**src/rtl/rtc_bus_arbiter.sv**
```systemverilog
// rtc_bus_arbiter: shares the multiplexed RTC address/data bus between the
// periodic read sequencer and the user write path. It runs one full
// address+data transaction per grant, with programmable phase timing.
module rtc_bus_arbiter #(
  parameter int unsigned T_SETUP = 2,
  parameter int unsigned T_PULSE = 4,
  parameter int unsigned T_HOLD  = 2,
  parameter int unsigned T_GAP   = 4
) (
  input  logic       clk,
  input  logic       reset,
  input  logic       hold,
  input  logic       rd_req,
  input  logic [7:0] rd_addr,
  output logic       rd_done,
  output logic [7:0] rd_data,
  input  logic       wr_req,
  input  logic [7:0] wr_addr,
  input  logic [7:0] wr_data,
  output logic       wr_done,
  output logic       busy,
  output logic       cs_n,
  output logic       ad_sel,
  output logic       rd_n,
  output logic       wr_n,
  output logic [7:0] ad_out,
  output logic       ad_oe,
  input  logic [7:0] ad_in
);

  typedef enum logic [2:0] {
    IDLE, A_SETUP, A_PULSE, A_HOLD, D_SETUP, D_PULSE, D_HOLD, GAP
  } state_t;

  typedef enum logic {
    DIR_RD = 1'b0,
    DIR_WR = 1'b1
  } dir_t;

  localparam logic [3:0] LD_SETUP = 4'(T_SETUP);
  localparam logic [3:0] LD_PULSE = 4'(T_PULSE);
  localparam logic [3:0] LD_HOLD  = 4'(T_HOLD);
  localparam logic [3:0] LD_GAP   = 4'(T_GAP);

  state_t     state_q, state_d;
  logic [3:0] cnt_q, cnt_d;
  dir_t       dir_q, dir_d;
  dir_t       last_q, last_d;
  logic [7:0] addr_q, addr_d;
  logic [7:0] wdata_q, wdata_d;
  logic [7:0] rd_data_q, rd_data_d;
  logic       rd_done_q, rd_done_d;
  logic       wr_done_q, wr_done_d;
  logic       busy_q, busy_d;
  logic       cs_n_q, cs_n_d;
  logic       ad_sel_q, ad_sel_d;
  logic       rd_n_q, rd_n_d;
  logic       wr_n_q, wr_n_d;
  logic [7:0] ad_out_q, ad_out_d;
  logic       ad_oe_q, ad_oe_d;
  logic       grant_wr;

  // Next-state logic: arbitration in IDLE, phase counter sequencing elsewhere.
  always_comb begin
    state_d  = state_q;
    cnt_d    = cnt_q;
    dir_d    = dir_q;
    last_d   = last_q;
    addr_d   = addr_q;
    wdata_d  = wdata_q;
    grant_wr = 1'b0;
    if (state_q == IDLE) begin
      if (!hold && (rd_req || wr_req)) begin
        // Both pending: round-robin away from the previous winner.
        grant_wr = wr_req && (!rd_req || (last_q == DIR_RD));
        dir_d    = grant_wr ? DIR_WR : DIR_RD;
        last_d   = grant_wr ? DIR_WR : DIR_RD;
        addr_d   = grant_wr ? wr_addr : rd_addr;
        if (grant_wr) begin
          wdata_d = wr_data;
        end
        state_d = A_SETUP;
        cnt_d   = LD_SETUP;
      end
    end else if (cnt_q == 4'd1) begin
      unique case (state_q)
        A_SETUP: begin state_d = A_PULSE; cnt_d = LD_PULSE; end
        A_PULSE: begin state_d = A_HOLD;  cnt_d = LD_HOLD;  end
        A_HOLD:  begin state_d = D_SETUP; cnt_d = LD_SETUP; end
        D_SETUP: begin state_d = D_PULSE; cnt_d = LD_PULSE; end
        D_PULSE: begin state_d = D_HOLD;  cnt_d = LD_HOLD;  end
        D_HOLD:  begin state_d = GAP;     cnt_d = LD_GAP;   end
        default: begin state_d = IDLE;    cnt_d = '0;       end
      endcase
    end else begin
      cnt_d = cnt_q - 4'd1;
    end
  end

  // Output decode from the upcoming state so every pin is registered yet
  // changes in the same cycle the state register does.
  always_comb begin
    cs_n_d    = 1'b1;
    ad_sel_d  = 1'b1;
    rd_n_d    = 1'b1;
    wr_n_d    = 1'b1;
    ad_oe_d   = 1'b0;
    ad_out_d  = ad_out_q;
    busy_d    = (state_d != IDLE);
    rd_done_d = (state_q == D_HOLD) && (state_d == GAP) && (dir_q == DIR_RD);
    wr_done_d = (state_q == D_HOLD) && (state_d == GAP) && (dir_q == DIR_WR);
    rd_data_d = rd_data_q;
    if ((state_q == D_PULSE) && (cnt_q == 4'd1) && (dir_q == DIR_RD)) begin
      rd_data_d = ad_in;
    end
    unique case (state_d)
      A_SETUP, A_HOLD, A_PULSE: begin
        cs_n_d   = 1'b0;
        ad_sel_d = 1'b0;
        ad_oe_d  = 1'b1;
        ad_out_d = addr_d;
        wr_n_d   = (state_d != A_PULSE);
      end
      D_SETUP, D_PULSE, D_HOLD: begin
        cs_n_d = 1'b0;
        if (dir_d == DIR_WR) begin
          ad_oe_d  = 1'b1;
          ad_out_d = wdata_d;
          wr_n_d   = (state_d != D_PULSE);
        end else begin
          rd_n_d = (state_d != D_PULSE);
        end
      end
      default: ;
    endcase
  end

  // State and registered outputs with synchronous active-low reset.
  always_ff @(posedge clk) begin
    if (!reset) begin
      state_q   <= IDLE;
      cnt_q     <= '0;
      dir_q     <= DIR_RD;
      last_q    <= DIR_RD;
      addr_q    <= '0;
      wdata_q   <= '0;
      rd_data_q <= '0;
      rd_done_q <= 1'b0;
      wr_done_q <= 1'b0;
      busy_q    <= 1'b0;
      cs_n_q    <= 1'b1;
      ad_sel_q  <= 1'b1;
      rd_n_q    <= 1'b1;
      wr_n_q    <= 1'b1;
      ad_out_q  <= '0;
      ad_oe_q   <= 1'b0;
    end else begin
      state_q   <= state_d;
      cnt_q     <= cnt_d;
      dir_q     <= dir_d;
      last_q    <= last_d;
      addr_q    <= addr_d;
      wdata_q   <= wdata_d;
      rd_data_q <= rd_data_d;
      rd_done_q <= rd_done_d;
      wr_done_q <= wr_done_d;
      busy_q    <= busy_d;
      cs_n_q    <= cs_n_d;
      ad_sel_q  <= ad_sel_d;
      rd_n_q    <= rd_n_d;
      wr_n_q    <= wr_n_d;
      ad_out_q  <= ad_out_d;
      ad_oe_q   <= ad_oe_d;
    end
  end

  assign rd_done = rd_done_q;
  assign rd_data = rd_data_q;
  assign wr_done = wr_done_q;
  assign busy    = busy_q;
  assign cs_n    = cs_n_q;
  assign ad_sel  = ad_sel_q;
  assign rd_n    = rd_n_q;
  assign wr_n    = wr_n_q;
  assign ad_out  = ad_out_q;
  assign ad_oe   = ad_oe_q;

endmodule

```
**config.mk**
```make
export PLATFORM = sky130hd
export DESIGN_NAME = rtc_bus_arbiter
export DESIGN_NICKNAME = d
export VERILOG_FILES = /design/src/rtl/rtc_bus_arbiter.sv
export SDC_FILE = /design/constraint.sdc
export NUM_CORES = 1
export LEC_CHECK = 0
export ABC_AREA = 0
export BUFFER_PORTS_ARGS = -buffer_cell sky130_fd_sc_hd__buf_2
export CAP_MARGIN = 25
export CORE_ASPECT_RATIO = 2
export CORE_UTILIZATION = 32
export DETAILED_ROUTE_END_ITERATION = 8
export GPL_TIMING_DRIVEN = 0
export HOLD_SLACK_MARGIN = 0.02
export SLEW_MARGIN = 20
export SYNTH_ARGS = -nofsm -noshare
export SYNTH_HDL_FRONTEND = slang
export SYNTH_SLANG_ARGS = --single-unit
```
**constraint.sdc**
```tcl
create_clock -name clk -period 4 [get_ports clk]
set_input_delay 0.8 -clock clk [delete_from_list [all_inputs] [get_ports clk]]
set_output_delay 0.8 -clock clk [all_outputs]
set_load 0.02 [all_outputs]
```
# Word level (Yosys, flattened, before mapping)
# Index checks and enable logic that the tools add are counted.
# word_totals
ff_bits	49
elab_cells	86
# classes
n_mux	25
add_sub_neg	1
reduce_logical	22
eq_ne	18
bitwise	4
# op_table
operator	count
$mux 8	7
$eq 3x3->1 const B	7
$pmux 3 s6	1
$pmux 8 s2	1
$reduce_or 3->1	5
$eq 3x2->1 const B	4
$mux 4	3
$mux 3	3
$logic_and 1x1->1	7
$mux 1	7
$eq 3x1->1 const B	2
$pmux 3 s2	1
$reduce_or 6->1	1
$eq 4x1->1 const B	1
$not 1->1	4
$pmux 1 s2	2
$reduce_and 2->1	2
$sub 4x1->4 const B	1
$logic_not 3->1	1
$ne 3x2->1 const B	1
$ne 3x3->1 const B	1
$reduce_bool 3->1	1
$logic_not 1->1	2
$logic_or 1x1->1	2
3 further kinds	3

# Logic depth before layout (Yosys ltp)
# logic_depth
word_depth	8
ltp_mapped	8
depth_no_buf	7

# Worst setup path after synthesis
# Ideal clock, no wire load.
# synth_path
kind	input-to-reg
start	input wr_req
end	register ad_out_q[5] (netlist: ad_out[5])
slack_ns	1.796
arrival_time_ns	2.087
path_stages	6
setup_ns	0.117
n_path_buf	1
cell_sequence	buf_2 > a21boi_4 > nand2_4 > mux2_4 > mux2_2 > a22o_1
# synth_via
elab_chain_len	8
elab_cells_between_ends	27
cone_classes	eq/ne: 7; mux: 13; reduce/logical: 7
# synth_rtl
item	line	text
start: declaration	17	input logic wr_req,
$logic_or 1x1->1	73	if (!hold && (rd_req || wr_req)) begin
$logic_and 1x1->1	73	
$mux 3	73	
$mux 3	72	if (state_q == IDLE) begin
$eq 3x3->1 (tied with other cells)	116	unique case (state_d)
$reduce_or 3->1, on equally long branches	-	
$ne 2x2->1 (no line) / $reduce_bool 2->1 (equally long branches)	-	
$reduce_and 2->1 (no line)	-	
end signal: assignment	172	ad_out_q <= ad_out_d;
end: declaration	59	logic [7:0] ad_out_q, ad_out_d;
# Parallel ways exist; a longest one is shown, timed or not. The select of a mux whose other input is x is not followed.
# A chain may end at the register's enable or synchronous reset.

# Final worst setup path
# layout_path
start	register cnt_q[1]
end	register ad_out_q[7] (netlist: ad_out[7])
# layout_via
elab_chain_len	7
elab_cells_between_ends	15
cone_classes	eq/ne: 8; mux: 3; reduce/logical: 4
# layout_rtl
item	line	text
start: declaration	46	logic [3:0] cnt_q, cnt_d;
start signal: assignment	159	cnt_q <= cnt_d;
$eq 4x1->1 (*)	85	end else if (cnt_q == 4'd1) begin
$mux 3 (*)	85	
$mux 3 (*)	72	
$eq 3x3->1 (tied with other cells)	116	
$reduce_or 3->1, on equally long branches	-	
$ne 2x2->1 (no line) / $reduce_bool 2->1 (equally long branches)	-	
$reduce_and 2->1 (no line)	-	
# Every way passes the cells marked *; elsewhere a longest branch is shown, timed or not.

==> results.ini <==
[yosys]
ys.flop_type=dfxtp_1
synth_top_family_by_area=simple AND/OR/NAND/NOR gates
synthMuxAreaShare=0.125
postSynthAreaPerCell_um2=9.57
synth_area_um2=2180
synthAdderAreaFrac=0.0115
synth_edf_count=0
synthArstFlopShare=0
ys_ff_latch=49
synth_compound_area_frac=0.181
synth_fp_nets=267
yosys.area.top_type=dfxtp_1
syn_inst=228
seq_area_frac_synth=0.450
synth_xor_area_frac=0.0120
yosysTopAreaCellShare=0.450
synth_cell_types=47
synth_warnings=0
ys_top_cells_by_area=dfxtp_1 (45%), mux2i_1 (8.3%), nor2_1 (5.5%)
synthSimpleGateAreaFrac=0.181

[timing]
worst_pin_slew_ns=0.724
period_share=0.584
tns_ns=0
clock-skew-final_ns=0.00777
setup_viol=0
fin_crit_ns=2.33
finalMaxSlewViolations=0
final_hold_viol_count=0
clock.fmax_mhz=428
max_slew_margin=0.516
rsz0062_at_grt=no

[global_routing]
grt_pass1_wl_um=9180
grt.total_usage=0.173
grt_pass1_vias=1904
gr-total-overflow=0
antenna_found_initial=0
grt_max_degree=16

[setup_path]
critPathCaptureType=flip-flop
startpoint=cnt_q[1]$_SDFFE_PN0P_
crit_required_ns=4.19
rr_startpoint=cnt_q[1]$_SDFFE_PN0P_
worstSetupPathType=reg -> reg
crit_chain=inv_1 -> ha_1 -> nor3b_2 -> and3_1 -> mux2i_2 -> mux2_2 -> a22o_1
setup.worst_path.end=ad_out[7]$_SDFFE_PN0P_
worst-path-max-fanout=8
crit_path_start_kind=flip-flop
reg2reg_to=ad_out[7]$_SDFFE_PN0P_
cp_slowest_stage_delay_ns=0.58
reg2reg_slack_ns=1.67
r2r_cells=7
cp.arrival_ns=2.52
slowest_stage=mux2i_2

[routing]
wl_um=5520
drt_pass1_iterations=4
routedWlPerCell_um=14.5
drc=0
num_vias=1860
drt_iter0_drc=64
viasPerCell=4.87
ant_nets=0

[final_layout]
final_common_cell=buf_2
antenna_cells=0
drive_above_1_share=0.296
layout.cells.non_filler=382
fin_nets=333
final_cell_mix=buf_2 (64), dfxtp_1 (49), nor2_1 (32), mux2i_1 (18), nand2_1 (12)
area_growth_syn_to_layout_pct=25.1

[run]
drv_cap=0

[clock_tree]
cts_setup_buffers=0
numCtsBuffers=5
cts.sinks=49
root_buffer=clkbuf_16
clock_latency_ns=0.29
clkSlewWorstSetupHoldPaths_ns=0.07
cts.path.max_buffers=2
ctsHtreeMaxLevel=2
cts_tree=built
cts_resized=0
hold_buffers=0

[pwr]
p_leak_nw=1.32
p_per_area_nw_per_um2=426
ir_drop_mv=0.297

[floorplanning]
ios=61
core_um2=6620
dieArea_um2=7170
initial_core_util=0.329
die_w_um=60.4
row_count=42
die_h_um=119

[placement]
dp_cells=375
io_buffers=59
hpwl_um=4130
gp_congestion=0.891

[outcome]
run_status=completed

[worst_hold_path]
hp-class=reg -> reg

==> worst min-delay path by stage <==
stage,cells past startpoint,to,start
final,1,ad_out[4]$_SDFFE_PN0P_,ad_out[4]$_SDFFE_PN0P_
after CTS,1,ad_out[6]$_SDFFE_PN0P_,ad_out[6]$_SDFFE_PN0P_
after global placement,1,ad_out[6]$_SDFFE_PN0P_,ad_out[6]$_SDFFE_PN0P_
after detailed placement,1,ad_out[5]$_SDFFE_PN0P_,ad_out[5]$_SDFFE_PN0P_
after floorplan,1,rd_done$_SDFF_PN0_,dir_q$_SDFF_PN0_
after global routing,1,ad_out[7]$_SDFFE_PN0P_,ad_out[7]$_SDFFE_PN0P_
==> cell families (layout without fill, tap and decap cells) <==
group | after synthesis | count (layout)
AO/OA/AOI/OAI | 53 | 53
XOR/XNOR | 3 | 3
adder cells (fa/ha/maj) | 2 | 2
buffers and inverters | 19 | 85
flip-flops | 49 | 49
multiplexers | 25 | 25
AND/OR/NAND/NOR | 77 | 77
==> state kept, by name, indices dropped and copies added (netlist names), 3 cells and up <==
signal	flops
rd_data	8
cnt_q	4
state_q	3
ad_out	8
addr_q	8
wdata_q	8
==> power by group <==
part / internal, mW / switching, mW / total [mW]
Combinational: 0.0894 / 0.118 / 0.208
Sequential: 0.523 / 0.0174 / 0.541
Clock: 0.229 / 0.184 / 0.413
Total: 0.842 / 0.319 / 1.16
==> per-stage QoR <==
stage               hold WS [ns]  area (um2)  total power, mW  utilization  worst slack (ns)
floorplan                  0.435        2180            0.691            -              1.80
global placement           0.463        2590            0.757        0.391              1.40
detailed placement         0.458        2590            0.759        0.391              1.43
CTS                        0.484        2730             1.18        0.412              1.62
global route               0.513        2730             1.22        0.412              1.51
finish                     0.478        2730             1.16        0.412              1.67
==> layer usage <==
metal	global-route usage	up-vias	wire (um)
li1	-	935	-
met5	0	-	0
met2	0.299	50	3030
met3	0.0317	12	156
met4	0.0945	0	173
met1	0.185	863	2160
==> cell type report <==
class | count | area, um2
fillers | 722 | 3890
multi-input cells | 160 | 1110
flip-flops and latches | 49 | 981
repair buffers | 59 | 295
clock buffers | 5 | 125
well taps | 88 | 110
plain buffers | 12 | 60.1
inverters | 7 | 26.3
clock inverters | 2 | 16.3
==> critical path: cells and delay by family (launching register included) <==
family                     cells  cell delay (ns)
buffers and inverters          1             0.08
and+or+nand+nor                2             0.43
DFF                            1             0.34
AOI/OAI and AO/OA              1             0.18
adders and majority gates      1             0.19
muxes                          2             1.01
==> Yosys cell counts, types with 2 or more instances <==
cell       count
mux2i_1       18
dfxtp_1       49
o32ai_1        3
mux2_2         3
o211ai_1       3
and2_1         8
a21o_1         2
a21oi_1        7
a2bb2oi_1      3
nor2b_1       10
xnor2_1        2
nor2_1        32
o21ai_0       11
o21a_1         2
nand3_1        2
a22o_1         9
nor3_1         3
ha_1           2
nand4_1        2
mux2_4         3
buf_2          5
inv_1          6
o221ai_1       5
nand2_1       12
clkbuf_1       4
(Power assumes the default switching activity.)
